**config.mk**
```make
export PLATFORM = sky130hd
export DESIGN_NAME = ps2_host_tx
export DESIGN_NICKNAME = d
export VERILOG_FILES = /design/src/rtl/ps2_pkg.sv /design/src/rtl/ps2_line_sync.sv /design/src/rtl/ps2_host_tx.sv
export SDC_FILE = /design/constraint.sdc
export NUM_CORES = 1
export LEC_CHECK = 0
export ABC_AREA = 1
export CORE_MARGIN = 1.5
export CORE_UTILIZATION = 53
export DETAILED_ROUTE_END_ITERATION = 7
export PLACE_DENSITY = 0.85
export SLEW_MARGIN = 10
export SYNTH_ARGS = -nofsm -noshare
export SYNTH_HDL_FRONTEND = slang
export SYNTH_SLANG_ARGS = --single-unit
```
**constraint.sdc**
```tcl
create_clock -name clk -period 1.5 [get_ports clk]
set_input_delay 0.3 -clock clk [delete_from_list [all_inputs] [get_ports clk]]
set_output_delay 0.3 -clock clk [all_outputs]
set_load 0.01 [all_outputs]
```
**src/rtl/ps2_pkg.sv**
```systemverilog
// Shared definitions for the PS/2 host-side blocks.
// Holds the transmitter state encoding, error codes, common command bytes,
// the latched frame payload type and the odd-parity helper.
package ps2_pkg;

    // Width of the shared inhibit / timeout counter (covers 15 ms at 50 MHz).
    localparam int unsigned CNT_W = 20;

    // Released open-drain lines float high.
    localparam logic LINE_IDLE = 1'b1;

    typedef enum logic [2:0] {
        IDLE,
        INHIBIT,
        REQ,
        DATA,
        PARITY,
        STOP,
        ACK,
        WAIT_IDLE
    } ps2_tx_state_e;

    localparam logic [1:0] ERR_NONE    = 2'b00;
    localparam logic [1:0] ERR_TIMEOUT = 2'b01;
    localparam logic [1:0] ERR_NACK    = 2'b10;

    localparam logic [7:0] CMD_SET_LEDS = 8'hED;
    localparam logic [7:0] CMD_RESET    = 8'hFF;
    localparam logic [7:0] CMD_ENABLE   = 8'hF4;

    // Command byte as latched on accept, with its parity bit.
    typedef struct packed {
        logic [7:0] data;
        logic       parity;
    } ps2_tx_frame_t;

    // PS/2 uses odd parity: the parity bit makes the total count of ones odd.
    function automatic logic odd_parity(input logic [7:0] d);
        return ~^d;
    endfunction

endpackage

```
**src/rtl/ps2_line_sync.sv**
```systemverilog
// PS/2 line conditioner: 2-flop synchronizers on clock and data, optional
// clock glitch filter, and falling-edge detect on the (filtered) clock.
// Optional feature: define PS2_TX_FILTER_EN to enable the clock filter.
// Ports:
//   clk, reset_n   system clock, async active-low reset
//   i_clk_raw      raw PS2_CLK pin level
//   i_dat_raw      raw PS2_DAT pin level
//   o_clk_lvl      conditioned clock level
//   o_dat_lvl      synchronized data level
//   o_clk_fall_c   single-cycle falling-edge strobe (combinational)
module ps2_line_sync
    import ps2_pkg::*;
#(
    parameter int unsigned FILTER_LEN = 8
) (
    input  logic clk,
    input  logic reset_n,
    input  logic i_clk_raw,
    input  logic i_dat_raw,
    output logic o_clk_lvl,
    output logic o_dat_lvl,
    output logic o_clk_fall_c
);

    logic [1:0] r_clk_sync;
    logic [1:0] r_dat_sync;
    logic       r_clk_prev;
    logic       w_clk_lvl;

    // Metastability synchronizers and previous-level register for edge detect.
    always_ff @(posedge clk or negedge reset_n) begin
        if (!reset_n) begin
            r_clk_sync <= {2{LINE_IDLE}};
            r_dat_sync <= {2{LINE_IDLE}};
            r_clk_prev <= LINE_IDLE;
        end else begin
            r_clk_sync <= {r_clk_sync[0], i_clk_raw};
            r_dat_sync <= {r_dat_sync[0], i_dat_raw};
            r_clk_prev <= w_clk_lvl;
        end
    end

`ifdef PS2_TX_FILTER_EN
    localparam int unsigned FCNT_W = $clog2(FILTER_LEN + 1);

    logic [FCNT_W-1:0] r_fcnt;
    logic              r_clk_filt;

    // Level flips only after FILTER_LEN consecutive samples disagree with it.
    always_ff @(posedge clk or negedge reset_n) begin
        if (!reset_n) begin
            r_fcnt     <= '0;
            r_clk_filt <= LINE_IDLE;
        end else if (r_clk_sync[1] == r_clk_filt) begin
            r_fcnt <= '0;
        end else if (r_fcnt == FCNT_W'(FILTER_LEN - 1)) begin
            r_clk_filt <= r_clk_sync[1];
            r_fcnt     <= '0;
        end else begin
            r_fcnt <= r_fcnt + 1'b1;
        end
    end

    assign w_clk_lvl = r_clk_filt;
`else
    logic w_filter_len_unused;

    assign w_filter_len_unused = (FILTER_LEN != 0);
    assign w_clk_lvl           = r_clk_sync[1];
`endif

    assign o_clk_lvl    = w_clk_lvl;
    assign o_dat_lvl    = r_dat_sync[1];
    assign o_clk_fall_c = r_clk_prev & ~w_clk_lvl;

endmodule

```
**src/rtl/ps2_host_tx.sv**
```systemverilog
// PS/2 host-to-device command transmitter.
// Inhibits the bus, issues a request-to-send, clocks out 8 data bits LSB
// first plus odd parity and stop on device clock falling edges, then checks
// the device ACK. Lines are driven through active-high pull-low enables.
// Optional feature: PS2_TX_FILTER_EN enables the device clock glitch filter.
// Ports:
//   clk, reset_n           50 MHz clock, async active-low reset
//   tx_data/tx_valid       command byte and request
//   tx_ready               high only when idle
//   ps2_clk_in/ps2_dat_in  raw pin levels
//   ps2_clk_oe/ps2_dat_oe  1 = pull line low
//   busy                   high while a frame is in flight
//   done/error             one-cycle completion pulses
//   err_code               00 none, 01 timeout, 10 NACK
module ps2_host_tx
    import ps2_pkg::*;
#(
    parameter int unsigned INHIBIT_CYCLES = 5000,
    parameter int unsigned TIMEOUT_CYCLES = 750000,
    parameter int unsigned FILTER_LEN     = 8
) (
    input  logic       clk,
    input  logic       reset_n,
    input  logic [7:0] tx_data,
    input  logic       tx_valid,
    output logic       tx_ready,
    input  logic       ps2_clk_in,
    input  logic       ps2_dat_in,
    output logic       ps2_clk_oe,
    output logic       ps2_dat_oe,
    output logic       busy,
    output logic       done,
    output logic       error,
    output logic [1:0] err_code
);

    ps2_tx_state_e r_state, w_state_nxt;
    logic [CNT_W-1:0] r_cnt, w_cnt_nxt;
    logic [2:0]       r_idx, w_idx_nxt;
    ps2_tx_frame_t    r_frame, w_frame_nxt;
    logic             r_clk_oe, w_clk_oe_nxt;
    logic             r_dat_oe, w_dat_oe_nxt;
    logic             r_tx_ready, w_tx_ready_nxt;
    logic             r_busy, w_busy_nxt;
    logic             r_done, w_done_nxt;
    logic             r_error, w_error_nxt;
    logic [1:0]       r_err_code, w_err_code_nxt;
    logic             w_abort;

    logic w_clk_lvl;
    logic w_dat_lvl;
    logic w_clk_fall;
    logic w_timeout;
    logic w_inh_last;

    ps2_line_sync #(
        .FILTER_LEN (FILTER_LEN)
    ) u_sync (
        .clk          (clk),
        .reset_n      (reset_n),
        .i_clk_raw    (ps2_clk_in),
        .i_dat_raw    (ps2_dat_in),
        .o_clk_lvl    (w_clk_lvl),
        .o_dat_lvl    (w_dat_lvl),
        .o_clk_fall_c (w_clk_fall)
    );

    assign w_timeout  = (r_cnt >= CNT_W'(TIMEOUT_CYCLES));
    assign w_inh_last = (r_cnt == CNT_W'(INHIBIT_CYCLES - 1));

    // State and registered outputs.
    always_ff @(posedge clk or negedge reset_n) begin
        if (!reset_n) begin
            r_state    <= IDLE;
            r_cnt      <= '0;
            r_idx      <= '0;
            r_frame    <= '0;
            r_clk_oe   <= 1'b0;
            r_dat_oe   <= 1'b0;
            r_tx_ready <= 1'b1;
            r_busy     <= 1'b0;
            r_done     <= 1'b0;
            r_error    <= 1'b0;
            r_err_code <= ERR_NONE;
        end else begin
            r_state    <= w_state_nxt;
            r_cnt      <= w_cnt_nxt;
            r_idx      <= w_idx_nxt;
            r_frame    <= w_frame_nxt;
            r_clk_oe   <= w_clk_oe_nxt;
            r_dat_oe   <= w_dat_oe_nxt;
            r_tx_ready <= w_tx_ready_nxt;
            r_busy     <= w_busy_nxt;
            r_done     <= w_done_nxt;
            r_error    <= w_error_nxt;
            r_err_code <= w_err_code_nxt;
        end
    end

    // Next-state and next-output logic.
    always_comb begin
        w_state_nxt    = r_state;
        w_idx_nxt      = r_idx;
        w_frame_nxt    = r_frame;
        w_clk_oe_nxt   = r_clk_oe;
        w_dat_oe_nxt   = r_dat_oe;
        w_done_nxt     = 1'b0;
        w_error_nxt    = 1'b0;
        w_err_code_nxt = r_err_code;
        w_abort        = 1'b0;
        // Timed states reload on every device edge and count otherwise.
        w_cnt_nxt      = w_clk_fall ? '0 : r_cnt + 1'b1;

        unique case (r_state)
            IDLE: begin
                w_cnt_nxt    = r_cnt;
                w_clk_oe_nxt = 1'b0;
                w_dat_oe_nxt = 1'b0;
                if (tx_valid) begin
                    w_frame_nxt.data   = tx_data;
                    w_frame_nxt.parity = odd_parity(tx_data);
                    w_err_code_nxt     = ERR_NONE;
                    w_cnt_nxt          = '0;
                    w_clk_oe_nxt       = 1'b1;
                    w_state_nxt        = INHIBIT;
                end
            end
            INHIBIT: begin
                if (w_inh_last) begin
                    // Start bit goes low while the clock is still held.
                    w_cnt_nxt    = '0;
                    w_dat_oe_nxt = 1'b1;
                    w_state_nxt  = REQ;
                end else begin
                    w_cnt_nxt = r_cnt + 1'b1;
                end
            end
            REQ: begin
                w_cnt_nxt    = r_cnt + 1'b1;
                w_clk_oe_nxt = 1'b0;
                w_idx_nxt    = '0;
                w_state_nxt  = DATA;
            end
            DATA: begin
                if (w_clk_fall) begin
                    w_dat_oe_nxt = ~r_frame.data[r_idx];
                    w_idx_nxt    = r_idx + 3'd1;
                    if (r_idx == 3'd7) begin
                        w_state_nxt = PARITY;
                    end
                end else if (w_timeout) begin
                    w_abort = 1'b1;
                end
            end
            PARITY: begin
                if (w_clk_fall) begin
                    w_dat_oe_nxt = ~r_frame.parity;
                    w_state_nxt  = STOP;
                end else if (w_timeout) begin
                    w_abort = 1'b1;
                end
            end
            STOP: begin
                if (w_clk_fall) begin
                    w_dat_oe_nxt = 1'b0;
                    w_state_nxt  = ACK;
                end else if (w_timeout) begin
                    w_abort = 1'b1;
                end
            end
            ACK: begin
                if (w_clk_fall) begin
                    if (w_dat_lvl) begin
                        w_clk_oe_nxt   = 1'b0;
                        w_dat_oe_nxt   = 1'b0;
                        w_err_code_nxt = ERR_NACK;
                        w_error_nxt    = 1'b1;
                        w_state_nxt    = IDLE;
                    end else begin
                        w_state_nxt = WAIT_IDLE;
                    end
                end else if (w_timeout) begin
                    w_abort = 1'b1;
                end
            end
            WAIT_IDLE: begin
                if (w_clk_lvl && w_dat_lvl) begin
                    w_done_nxt  = 1'b1;
                    w_state_nxt = IDLE;
                end else if (!w_clk_fall && w_timeout) begin
                    w_abort = 1'b1;
                end
            end
            default: begin
                w_state_nxt = IDLE;
            end
        endcase

        if (w_abort) begin
            w_clk_oe_nxt   = 1'b0;
            w_dat_oe_nxt   = 1'b0;
            w_err_code_nxt = ERR_TIMEOUT;
            w_error_nxt    = 1'b1;
            w_state_nxt    = IDLE;
        end

        w_tx_ready_nxt = (w_state_nxt == IDLE);
        w_busy_nxt     = (w_state_nxt != IDLE);
    end

    assign tx_ready   = r_tx_ready;
    assign busy       = r_busy;
    assign ps2_clk_oe = r_clk_oe;
    assign ps2_dat_oe = r_dat_oe;
    assign done       = r_done;
    assign error      = r_error;
    assign err_code   = r_err_code;

endmodule

```
### Word-level counts from Yosys, hierarchy flattened

Index checks and enable logic that the tools add are counted.

| word-level totals | value |
|---|---|
| bits in registers | 48 |
| logic and storage cells | 104 |

| operators by class | value |
|---|---|
| muxes and demuxes | 46 |
| bitwise gates (word level) | 4 |
| reductions and logical operators | 17 |
| equality and inequality tests | 18 |
| $add $sub $neg | 2 |
| magnitude comparators | 2 |

Operators with widths:

| kind | count |
|---|---|
| $mux 20 | 3 |
| $pmux 20 s3 | 1 |
| $mux 3 | 11 |
| $pmux 3 s8 | 1 |
| $add 20x1->20 const B | 1 |
| $eq 20x13->1 const B | 1 |
| $ge 20x20->1 const B | 1 |
| $mux 1 | 20 |
| $ne 3x3->1 const B | 6 |
| $eq 3x3->1 const B | 5 |
| $mux 2 | 4 |
| $reduce_xnor 8->1 | 1 |
| $reduce_and 7->1 | 1 |
| $reduce_bool 7->1 | 1 |
| $eq 3x2->1 const B | 2 |
| $logic_not 3->1 | 2 |
| $pmux 1 s6 | 1 |
| $pmux 3 s2 | 1 |
| $reduce_bool 3->1 | 2 |
| $lt 3x4->1 const B | 1 |
| $ne 2x2->1 const B | 2 |
| $pmux 2 s2 | 1 |
| $reduce_and 2->1 | 2 |
| $reduce_and 4->1 | 1 |
| other kinds (14) | 17 |

### Longest topological paths before layout

Gate-level depths: netlist of run 1.

| logic depth | value |
|---|---|
| depth after elaboration | 9 |
| depth in mapped cells | 14 |
| gate-level depth less buffers | 13 |

### Modules after synthesis

A second synthesis of run 1 with hierarchy kept.

| second synthesis, totals | value |
|---|---|
| cells, all modules | 363 |
| area total of the unflattened synthesis | 2,857.7 um2 |

By module, submodules not included:

| module | times used | cells each | area an instance (um2) |
|---|---|---|---|
| ps2_host_tx | 1 | 356 | 2,716.4 |
| ps2_line_sync | 1 | 7 | 141.4 |

### Worst setup path before layout of run 1

OpenSTA, ideal clock, no wires.

| path | value |
|---|---|
| path type | reg2reg |
| from | reg r_cnt[0] |
| to | reg r_cnt[3] |
| setup slack | -0.107 ns |
| data required time | 1.380 ns |
| stages on the path, launching flop included | 12 |
| arrival time | 1.487 ns |
| library setup time | 0.120 ns |
| cell sequence | dfrtp_1 -> ha_1 -> nand2_1 -> inv_1 -> nand2_1 -> nor2_1 -> nand3_1 -> nand2_1 -> nand2_1 -> o21ai_2 -> nand2_4 -> and3_1 |

| between the ends | value |
|---|---|
| longest elaborated chain between the ends | 3 |
| elaborated cells between the ends (all ways) | 5 |
| classes of those cells | add/sub (1); eq/ne (1); mux (3) |

Ends and longest elaborated chain:

| what | RTL line | source |
|---|---|---|
| from (decl) | ps2_host_tx.sv:38 | `logic [CNT_W-1:0] r_cnt, w_cnt_nxt;` |
| from (signal assigned) | ps2_host_tx.sv:87 | `r_cnt <= w_cnt_nxt;` |
| $add 20x1->20 / $eq 20x13->1 (equally long branches) | -- |  |
| $mux 20 (on tied branches) | ps2_host_tx.sv:112, ps2_host_tx.sv:129 |  |
| $pmux 20 s3 * | ps2_host_tx.sv:114 | `unique case (r_state)` |

Every way passes the cells marked *; elsewhere a longest branch is shown, timed or not.
A chain may end at the register's enable or synchronous reset.

### Final worst setup path of run 1

| path | value |
|---|---|
| from | reg r_cnt[17] |
| to | reg r_cnt[2] |

| between the ends | value |
|---|---|
| longest elaborated chain between the ends | 3 |

Ends and longest elaborated chain:

| what | RTL line | source |
|---|---|---|
| $eq 20x13->1 | ps2_host_tx.sv:69 | `assign w_inh_last = (r_cnt == CNT_W'(INHIBIT_CYCLES - 1));` |
| $mux 20 | ps2_host_tx.sv:129 | `if (w_inh_last) begin` |
| $pmux 20 s3 | ps2_host_tx.sv:114 |  |

Every way passes these cells.

==> impl_metrics.env, run 1 <==
export IMPL_run_status="finished with violations"
export IMPL_failed_checks="negative setup slack"
export IMPL_nFillCells=278
export IMPL_synth_cell_area_sq_mm=0.002818
export IMPL_share_of_final_layout_standard_cells_stronger_than_drive_strength_1_pct=39.02
export IMPL_synth_seq_area_share_pct=42.90
export IMPL_worst_slew_margin_rel_pct=67.03
export IMPL_synth_largest_type_area_fraction_pct=37.30
export IMPL_syn_avg_cell_area_sq_um=7.615
export IMPL_cts_buf_count=5
export IMPL_via_count_of_the_first_global_routing_pass=2842
export IMPL_leakage_nw=2.067
export IMPL_finish_net_count=486
export IMPL_die_width_um=75.92
export IMPL_max_freq_ghz=0.5655
export IMPL_vertical_die_dimension_um=75.92
export IMPL_synth_async_reset_ratio_pct=100.0
export IMPL_unrepaired_setup_endpoints_after_global_routing="true"
export IMPL_placementRows=26
export IMPL_critical_path_most_common_cell="nand2_4"
export IMPL_drtAntennaViolNets=0
export IMPL_final_max_slew_violation_count=0
export IMPL_synth_edff_count=0
export IMPL_globalplace_congestion=1.013
export IMPL_number_of_antenna_violations_at_the_first_check_in_global_routing=0
export IMPL_path_cells="nor3_1, nand3_4, nand2_4, nand2_4, o21ai_4, nand2_4, and3_1"
export IMPL_power_density_mw_per_mm2=1132
export IMPL_placed_area_sq_mm=0.003562
export IMPL_synth_top_cells_by_area="dfrtp_1 (37%), nand2_1 (14%), inv_1 (6.3%)"
export IMPL_synth_seq_cells=48
export IMPL_finalCoreUtilization_pct=80.70
export IMPL_fin_ws_ps=-268.4
export IMPL_worst_ep_required_time_ps=1690
export IMPL_stdcell_area_sq_mm=0.004121
export IMPL_synth_top_cells_by_count="nand2_1 (106), inv_1 (47), dfrtp_1 (42), nor2_1 (32), nand3_1 (26)"
export IMPL_hpwl_reported_at_the_end_of_detailed_placement_um=5283
export IMPL_max_cap_violations=0
export IMPL_grt_overflow_total=0
export IMPL_core_area_sq_mm=0.005107
export IMPL_end_kind="flip-flop"
export IMPL_cp_arrival_ps=1950
export IMPL_critical_path_startpoint_type="flip-flop"
export IMPL_drt_iter0_markers=455
export IMPL_detail_route_drc_violations=0
export IMPL_timing_worst_slew_pin_value_ps=490.7
export IMPL_critical_path_max_stage_delay_ps=460
export IMPL_criticalPathCategory="reg2reg"
export IMPL_tritoncts="yes"
export IMPL_report_power_total_mw=4.664
export IMPL_worst_hold_path_type="reg2reg"
export IMPL_postSynthNetCount=387
export IMPL_yosysWarningCount=0
export IMPL_finalClockSkew_ps=14.01
export IMPL_fin_setup_tns_ps=-5178
export IMPL_route_detailed_vias_per_inst=6.076
export IMPL_final_min_clock_period_ps=1768
export IMPL_critical_path_slowest_cell="nor3_1"
export IMPL_ir_worst_vdd_uv=721.4
export IMPL_routed_wirelength_um=10000
export IMPL_clk_pin_slew_worst_paths_ps=90
export IMPL_port_buffer_count=20
export IMPL_hold_worst_slack_ps=363.6
export IMPL_synth_top_area_cell="dfrtp_1"
export IMPL_via_count=3275
export IMPL_cts_root_buffer="clkbuf_8"
export IMPL_layout_worst_path_cycle_share_pct=117.9
export IMPL_avgRoutedWirePerCell_um=18.55
export IMPL_critical_path_peak_fanout=6
export IMPL_grt_util_all_layers_pct=26.96
export IMPL_first_pass_iters=6
export IMPL_cts_sink_count=48
export IMPL_area_growth_pct=46.27
export IMPL_clk_path_buf_depth=2
export IMPL_number_of_standard_cells_after_synthesis=370
export IMPL_die_area_sq_mm=0.005763
export IMPL_synthFlopType="dfrtp_1"
export IMPL_global_route_wire_length_before_repair_um=12680
export IMPL_clk_latency_ps=310
export IMPL_cts_htree_levels=2
export IMPL_floorplan_initialDensity_pct=55.17
export IMPL_report_final_setup_viol=30
export IMPL_hold_violations=0
export IMPL_boundaryPins=21
export IMPL_sequential_cell_area_sq_mm=0.001212
export IMPL_antenna_diode_count=0
export IMPL_multi_input_logic_area_sq_mm=0.001734
export IMPL_yosys_cell_count_top_type="nand2_1"
export IMPL_number_of_distinct_library_cells_after_synthesis=34
export IMPL_grt_start_max_net_pins=37
-- area by class of cell --
class | instances | share of cell area [%]
Timing Repair Buffer | 94 | 19.25
Clock buffer | 5 | 1.670
Clock inverter | 2 | 0.3036
Inverter | 54 | 5.161
Multi-Input combinational cell | 266 | 42.08
Sequential cell | 48 | 29.42
Tap cell | 70 | 2.125
-- layout by cell type (no fill, tap or decap), types with 5 or more instances in the layout --
cell | netlist | routed
nand2_2 | 4 | 16
nand2_4 | 3 | 11
o21ai_0 | 19 | 11
clkbuf_8 | 0 | 5
clkdlybuf4s50_1 | 0 | 14
buf_4 | 0 | 65
dfstp_2 | 6 | 6
nor3_1 | 10 | 5
dfrtp_1 | 42 | 39
nor2_2 | 2 | 7
nor2_1 | 32 | 21
inv_1 | 47 | 43
nor2_4 | 4 | 10
o21ai_2 | 2 | 6
inv_2 | 6 | 8
nand4_1 | 5 | 5
nand3_1 | 26 | 20
xnor2_1 | 8 | 8
nand2_1 | 106 | 88
buf_6 | 1 | 7
nand3_2 | 5 | 8
-- through the flow --
| stage | setup slack (ps) | cells |
|---|---|---|
| 3_3_place_gp | -162.0 | 517 |
| 3_5_place_dp | -215.5 | 517 |
| 5_1_grt | -332.2 | 539 |
| 4_1_cts | -183.4 | 532 |
| 2_1_floorplan | -80.68 | 370 |
| 6_report | -268.4 | 539 |
-- report_power, final --
group,internal [mW],switching [mW]
combinational,0.920,1.24
sequential,1.56,0.176
clock,0.317,0.450
-- kinds of logic (layout without fill, tap and decap cells) --
kind of cell	count (synthesis)	after routing	share of synthesized area, %
AOI/OAI and AO/OA	41	41	8.659
xor gates and xnor gates	11	11	3.419
adders and majority gates	4	4	1.776
buffers and inverters	58	155	8.304
DFF	48	48	42.90
and+or+nand+nor	208	210	34.95
-- metal layers --
layer  routed length [um]  vias to the layer above  GRT usage, %  share of wire [%]
met5                    0                        -             0                  0
met4                  796                        0         8.519                8.0
met3                  960                      100         3.855                9.6
met2                 4741                      299         47.39                 47
met1                 3503                     1495         34.32                 35
li1                     -                     1381             -                  -
-- sequential cells by signal (all words and copies together), names as in the netlist, 2 cells and up --
signal             count
err_code               2
r_cnt                 20
r_frame                9
r_idx                  3
r_state                3
u_sync.r_clk_sync      2
u_sync.r_dat_sync      2
-- critical path, delay by kind of cell (launching register included) --
kind             cells  cell delay (ps)
flip-flops           1              430
AO/OA/AOI/OAI        1              140
AND/OR/NAND/NOR      6             1090
-- final timing paths --
kind / startpoint / end / slack (ps) / depth (start not counted)
setup reg to reg: r_cnt[17]$_DFFE_PN0P_ / r_cnt[2]$_DFFE_PN0P_ / -270 / 7
setup / recovery: r_cnt[17]$_DFFE_PN0P_ / r_cnt[2]$_DFFE_PN0P_ / -270 / 7
max in group asynchronous: reset_n / u_sync.r_clk_prev$_DFF_PN1_ / 500 / 3
hold reg to reg: u_sync.r_clk_sync[0]$_DFF_PN1_ / u_sync.r_clk_sync[1]$_DFF_PN1_ / 360 / 0
hold / removal: u_sync.r_clk_sync[0]$_DFF_PN1_ / u_sync.r_clk_sync[1]$_DFF_PN1_ / 360 / 0
min in group asynchronous: reset_n / r_cnt[3]$_DFFE_PN0P_ / 420 / 2
-- timing repair --
item,in CTS,in global routing
endpoints found under the setup margin,34,44
hold buffers,1,0
gates resized for setup,25,82
gates cloned,1,1
pin swaps,7,28
buffers inserted,6,11
endpoints found under the hold margin,12,0
No activity file was read; power rests on OpenSTA's default activity.
==> run 2: changes to the inputs <==
- CELL_PAD_IN_SITES_DETAIL_PLACEMENT: not set -> 1
- CELL_PAD_IN_SITES_GLOBAL_PLACEMENT: not set -> 2
- CORE_UTILIZATION: 53 -> 31
==> impl_metrics.env, run 2 (synthesis results as in run 1) <==
export IMPL_share_of_final_layout_standard_cells_stronger_than_drive_strength_1_pct=40.70
export IMPL_worst_hold_path_cells=0
export IMPL_cts_sink_count=48
export IMPL_path_cells="ha_4, nand2_4, inv_2, nand2_1, nor2_1, nand3_1, nand2_2, nand2_2, o21ai_4, nand2_4, and3_1"
export IMPL_report_final_setup_viol=25
export IMPL_layout_worst_path_cycle_share_pct=111.7
export IMPL_finalClockSkew_ps=9.715
export IMPL_critical_path_slowest_cell="dfrtp_2"
export IMPL_core_area_sq_mm=0.008763
export IMPL_critical_path_startpoint_type="flip-flop"
export IMPL_number_of_antenna_violations_at_the_first_check_in_global_routing=0
export IMPL_rr_worst_depth=11
export IMPL_placementRows=34
export IMPL_fin_ws_ps=-175.2
export IMPL_cts_buf_count=5
export IMPL_cts_root_buffer="clkbuf_8"
export IMPL_final_max_slew_violation_count=0
export IMPL_routed_wirelength_um=9236
export IMPL_end_kind="flip-flop"
export IMPL_flip_flop_count_of_the_largest_register_after_layout=20
export IMPL_die_area_sq_mm=0.009671
export IMPL_failed_checks="negative setup slack"
export IMPL_cts_htree_levels=2
export IMPL_globalplace_congestion=0.9024
export IMPL_most_common_layout_cells="nand2_1 (91), buf_4 (77), inv_1 (41)"
export IMPL_fin_setup_tns_ps=-3173
export IMPL_hold_violations=0
export IMPL_clk_pin_slew_worst_paths_ps=100
export IMPL_grt_use_met2_pct=33.77
export IMPL_worst_hold_path_type="reg2reg"
export IMPL_floorplan_initialDensity_pct=32.15
export IMPL_use_met1_pct=24.39
export IMPL_grt_use_met3_pct=1.933
export IMPL_global_route_wire_length_before_repair_um=14610
export IMPL_grt_overflow_total=0
export IMPL_leakage_nw=2.142
export IMPL_via_count=2862
export IMPL_grt_start_max_net_pins=23
export IMPL_die_width_um=98.34
export IMPL_critical_path_max_stage_delay_ps=410
export IMPL_max_cap_violations=0
export IMPL_worst_ep_required_time_ps=1710
export IMPL_port_buffer_count=20
export IMPL_final_min_clock_period_ps=1675
export IMPL_run_status="finished with violations"
export IMPL_finalCoreUtilization_pct=49.06
export IMPL_route_detailed_vias_per_inst=4.834
export IMPL_clk_path_buf_depth=2
export IMPL_ir_worst_vdd_uv=466.9
export IMPL_vertical_die_dimension_um=98.34
export IMPL_max_flop_register="r_cnt"
export IMPL_tritoncts="yes"
export IMPL_area_growth_pct=52.58
export IMPL_boundaryPins=21
export IMPL_via_count_of_the_first_global_routing_pass=2978
export IMPL_final_common_cell="nand2_1"
export IMPL_grt_most_used_layer="met2"
export IMPL_clk_latency_ps=320
export IMPL_criticalPathCategory="reg2reg"
export IMPL_first_pass_iters=4
export IMPL_hold_worst_slack_ps=359.0
export IMPL_grt_util_all_layers_pct=18.88
export IMPL_cp_arrival_ps=1890
export IMPL_unrepaired_setup_endpoints_after_global_routing="true"
export IMPL_drt_iter0_markers=79
export IMPL_detail_route_drc_violations=0
export IMPL_worst_slew_margin_rel_pct=64.28
export IMPL_timing_worst_slew_pin_value_ps=535.9
export IMPL_max_freq_ghz=0.5969
export IMPL_r2r_setup_slack_ps=-180
export IMPL_drtAntennaViolNets=0
export IMPL_antenna_diode_count=0
export IMPL_hpwl_reported_at_the_end_of_detailed_placement_um=6527
export IMPL_critical_path_peak_fanout=6
export IMPL_finish_net_count=500
export IMPL_power_density_mw_per_mm2=1099
export IMPL_avgRoutedWirePerCell_um=15.60
export IMPL_top_regs="r_cnt (20), r_frame (9)"
[run 2: critical path: cells and delay by family, from the launching register on]
family                     cells  cell delay (ps)
AOI/OAI and AO/OA              1              140
adders and majority gates      1              150
buffers and inverters          1               50
DFF                            1              410
and+or+nand+nor                8              820
[run 2: final timing paths]
check,startpoint,end
max,r_cnt[1]$_DFFE_PN0P_,r_cnt[7]$_DFFE_PN0P_
min,u_sync.r_clk_sync[0]$_DFF_PN1_,u_sync.r_clk_sync[1]$_DFF_PN1_
max reg2reg,r_cnt[1]$_DFFE_PN0P_,r_cnt[7]$_DFFE_PN0P_
min reg2reg,u_sync.r_clk_sync[0]$_DFF_PN1_,u_sync.r_clk_sync[1]$_DFF_PN1_
max in group asynchronous,reset_n,r_frame[3]$_DFFE_PN0P_
min in group asynchronous,reset_n,r_cnt[19]$_DFFE_PN0P_
[run 2: per-stage QoR]
| step | worst slack [ps] | instance area (sq um) | power, mW | cells |
|---|---|---|---|---|
| 2_1_floorplan | -80.68 | 2835 | 2.623 | 370 |
| 3_3_place_gp | -171.5 | 3705 | 3.359 | 566 |
| 3_5_place_dp | -220.1 | 3705 | 3.447 | 566 |
| 4_1_cts | -185.6 | 3935 | 4.520 | 581 |
| 5_1_grt | -260.7 | 4299 | 5.022 | 592 |
| 6_report | -175.2 | 4299 | 4.724 | 592 |
[run 2: what timing repair did]
action	in CTS	in global routing
setup buffers	4	12
hold endpoints to repair	12	0
cloned	2	0
gates resized for setup	28	77
endpoints found under the setup margin	37	34
pin swaps	11	21
hold buffers	1	0
[run 2: layout make-up]
type / count / area [sq um]
clock buffers: 5 / 68.82
well taps: 108 / 135.1
flip-flops and latches: 48 / 1214
multi-input cells: 266 / 1707
fillers: 1054 / 4464
repair buffers: 108 / 917.1
clock inverters: 3 / 47.55
inverters: 54 / 210.2
[run 2: layer usage]
layer	wire [um]	share of wire (%)
met3	202	2.2
met2	4825	52
met1	4053	44
met5	0	0
met4	154	1.7
[run 2: power breakdown]
| part | switching, mW | internal (mW) | leakage [nW] |
|---|---|---|---|
| Clock | 0.508 | 0.503 | 0.0583 |
| Sequential | 0.193 | 1.57 | 0.614 |
| Combinational | 1.08 | 0.878 | 1.47 |
| Total | 1.78 | 2.95 | 2.14 |
==> run 3: changes to the inputs <==
- ABC_AREA: 1 -> not set
- CORE_UTILIZATION: 31 -> 38
- DONT_BUFFER_PORTS: not set -> 1
==> impl_metrics.env, run 3 <==
export IMPL_placementRows=30
export IMPL_area_growth_pct=49.15
export IMPL_timing_worst_slew_pin_value_ps=506.5
export IMPL_critical_path_startpoint="r_cnt[0]$_DFFE_PN0P_"
export IMPL_clk_latency_ps=320
export IMPL_hpwl_reported_at_the_end_of_detailed_placement_um=5358
export IMPL_cts_sink_count=48
export IMPL_run_status="finished with violations"
export IMPL_rr_startpoint="r_cnt[0]$_DFFE_PN0P_"
export IMPL_synth_top_area_cell="dfrtp_1"
export IMPL_synth_seq_area_share_pct=45.57
export IMPL_critical_path_startpoint_type="flip-flop"
export IMPL_ir_worst_vdd_uv=535.1
export IMPL_synth_largest_type_area_fraction_pct=39.62
export IMPL_leakage_nw=1.767
export IMPL_synth_async_reset_ratio_pct=100.0
export IMPL_worst_slew_margin_rel_pct=65.86
export IMPL_avgRoutedWirePerCell_um=23.25
export IMPL_worst_hold_path_type="in2reg"
export IMPL_report_final_setup_viol=40
export IMPL_boundaryPins=21
export IMPL_share_of_final_layout_standard_cells_stronger_than_drive_strength_1_pct=51.91
export IMPL_flip_flop_count_of_the_largest_register_after_layout=20
export IMPL_worst_hold_startpoint="tx_data[5]"
export IMPL_top_regs="r_cnt (20), r_frame (9)"
export IMPL_first_pass_iters=4
export IMPL_unrepaired_setup_endpoints_after_global_routing="true"
export IMPL_hold_violations=0
export IMPL_critical_path_peak_fanout=5
export IMPL_failed_checks="negative setup slack"
export IMPL_global_route_wire_length_before_repair_um=14290
export IMPL_via_count=2424
export IMPL_antenna_diode_count=0
export IMPL_cts_htree_levels=2
export IMPL_core_area_sq_mm=0.006756
export IMPL_cp_arrival_ps=2210
export IMPL_yosysWarningCount=0
export IMPL_final_max_slew_violation_count=0
export IMPL_max_freq_ghz=0.4950
export IMPL_fin_setup_tns_ps=-12740
export IMPL_grt_start_max_net_pins=49
export IMPL_syn_avg_cell_area_sq_um=10.70
export IMPL_route_detailed_vias_per_inst=5.758
export IMPL_criticalPathCategory="reg2reg"
export IMPL_number_of_antenna_violations_at_the_first_check_in_global_routing=0
export IMPL_postSynthNetCount=265
export IMPL_die_width_um=86.55
export IMPL_end_kind="flip-flop"
export IMPL_critical_path_slowest_cell="dfrtp_1"
export IMPL_finish_net_count=357
export IMPL_power_density_mw_per_mm2=1162
export IMPL_most_common_layout_cells="buf_4 (63), dfrtp_1 (37), nor2_1 (25)"
export IMPL_path_cells="ha_2, and4bb_2, nand4_1, nor2_1, buf_4, nand2_2, a2111oi_4"
export IMPL_die_area_sq_mm=0.007491
export IMPL_yosys_cell_count_top_type="dfrtp_1"
export IMPL_finalClockSkew_ps=15.50
export IMPL_switchingPower_mw=1.600
export IMPL_switching_share_pct=34.80
export IMPL_synth_cell_area_sq_mm=0.002653
export IMPL_cts_root_buffer="clkbuf_8"
export IMPL_final_common_cell="buf_4"
export IMPL_finalCoreUtilization_pct=58.56
export IMPL_worst_ep_required_time_ps=1690
export IMPL_max_flop_register="r_cnt"
export IMPL_clock_power_share_pct=22.0
export IMPL_number_of_distinct_library_cells_after_synthesis=64
export IMPL_detail_route_drc_violations=0
export IMPL_stdcell_area_sq_mm=0.003956
export IMPL_layout_worst_path_cycle_share_pct=134.7
export IMPL_port_buffer_count=0
export IMPL_routed_wirelength_um=9788
export IMPL_final_min_clock_period_ps=2020
export IMPL_vertical_die_dimension_um=86.55
export IMPL_placed_area_sq_mm=0.003214
export IMPL_tritoncts="yes"
export IMPL_via_count_of_the_first_global_routing_pass=2597
export IMPL_grt_util_all_layers_pct=25.63
export IMPL_max_cap_violations=0
export IMPL_floorplan_initialDensity_pct=39.26
export IMPL_grt_overflow_total=0
export IMPL_seqPwrFrac_pct=39.1
export IMPL_critical_path_max_stage_delay_ps=400
export IMPL_detailedPlace_worstSlack_ps=-382.8
export IMPL_report_power_total_mw=4.598
export IMPL_clk_pin_slew_worst_paths_ps=110
export IMPL_comb_pwr_share_pct=38.8
export IMPL_number_of_standard_cells_after_synthesis=248
export IMPL_clk_path_buf_depth=2
export IMPL_synth_edff_count=0
export IMPL_p_int_mw=2.998
export IMPL_globalplace_congestion=0.8413
export IMPL_synth_top_cells_by_count="dfrtp_1 (42), nor2_1 (28), nand2_1 (17), xnor2_1 (12), xor2_1 (12)"
export IMPL_drt_iter0_markers=189
export IMPL_cts_buf_count=5
export IMPL_synth_top_cells_by_area="dfrtp_1 (40%), dfstp_2 (5.9%), mux2_2 (4.2%)"
export IMPL_fin_ws_ps=-520.0
export IMPL_drtAntennaViolNets=0
export IMPL_synth_seq_cells=48
export IMPL_synthFlopType="dfrtp_1"
-- run 3: cell types whose count changed in the layout (fill, tap and decap cells not counted), moves of 10 or more --
cell             before  now
buf_6                 7   24
clkdlybuf4s50_1      12    0
nand3_1              22    9
inv_2                11    0
nor2_4               11    1
inv_1                41    8
nand2_1              91    9
xor2_1                2   12
buf_4                77   63
-- run 3: timing repair --
action,CTS,global route
setup buffers,18,13
endpoints found under the setup margin,40,43
endpoints found under the hold margin,50,0
gates cloned,0,1
hold buffers,4,0
pin swaps,16,16
gates resized for setup,53,40
-- run 3: cell type report --
| class | count | area (sq um) |
|---|---|---|
| Multi-Input combinational cell | 183 | 1635 |
| Clock buffer | 5 | 68.82 |
| Clock inverter | 3 | 46.29 |
| Tap cell | 80 | 100.1 |
| Fill cell | 707 | 2800 |
| Inverter | 8 | 30.03 |
| Timing Repair Buffer | 94 | 860.8 |
| Sequential cell | 48 | 1215 |
-- run 3: path summary, 6_finish.rpt --
check                                                       to  slack [ps]  cells past startpoint
worst min-delay path                    r_frame[6]$_DFFE_PN0P_         120                      1
worst min register to register  u_sync.r_clk_sync[1]$_DFF_PN1_         360                      0
max in group asynchronous       u_sync.r_clk_sync[0]$_DFF_PN1_         740                      2
worst max-delay path                    ps2_dat_oe$_DFFE_PN0P_        -520                      7
worst max register to register          ps2_dat_oe$_DFFE_PN0P_        -520                      7
min in group asynchronous                 r_state[0]$_DFF_PN0_         490                      2
-- run 3: logic make-up after synthesis --
family          share of synthesized area (%)
simple gates                            20.52
fa+ha+maj                               1.887
xor+xnor                                7.924
compound gates                          14.81
mux                                     6.321
buf+inv                                 2.971
flops                                   45.57
-- run 3: power by group through the flow --
stage               logic, mW  registers (mW)  clock network, mW
floorplan               0.833            1.73                  0
global placement         1.17            1.77                  0
detailed placement       1.23            1.79                  0
CTS                      1.45            1.76               1.01
global route             1.88            1.83               1.08
finish                   1.79            1.80               1.01
-- run 3: worst max-delay path: cells and delay by family (launching register included) --
family | cells | cell delay (ps)
AND/OR/NAND/NOR | 4 | 710
buffers and inverters | 1 | 190
AO/OA/AOI/OAI | 1 | 390
adder cells (fa/ha/maj) | 1 | 210
flip-flops | 1 | 400
-- run 3: routing by layer --
layer	global-route usage [%]	routed length, um
met2	43.11	5007
met1	32.58	4089
met3	4.667	335
met5	0	0
met4	10.41	355
-- run 3: metrics by stage --
step	instances	hold WS [ps]
after detailed placement	385	6.070
after global routing	421	106.9
after CTS	413	126.4
after floorplan	248	4.409
final	421	124.0
after global placement	385	6.235
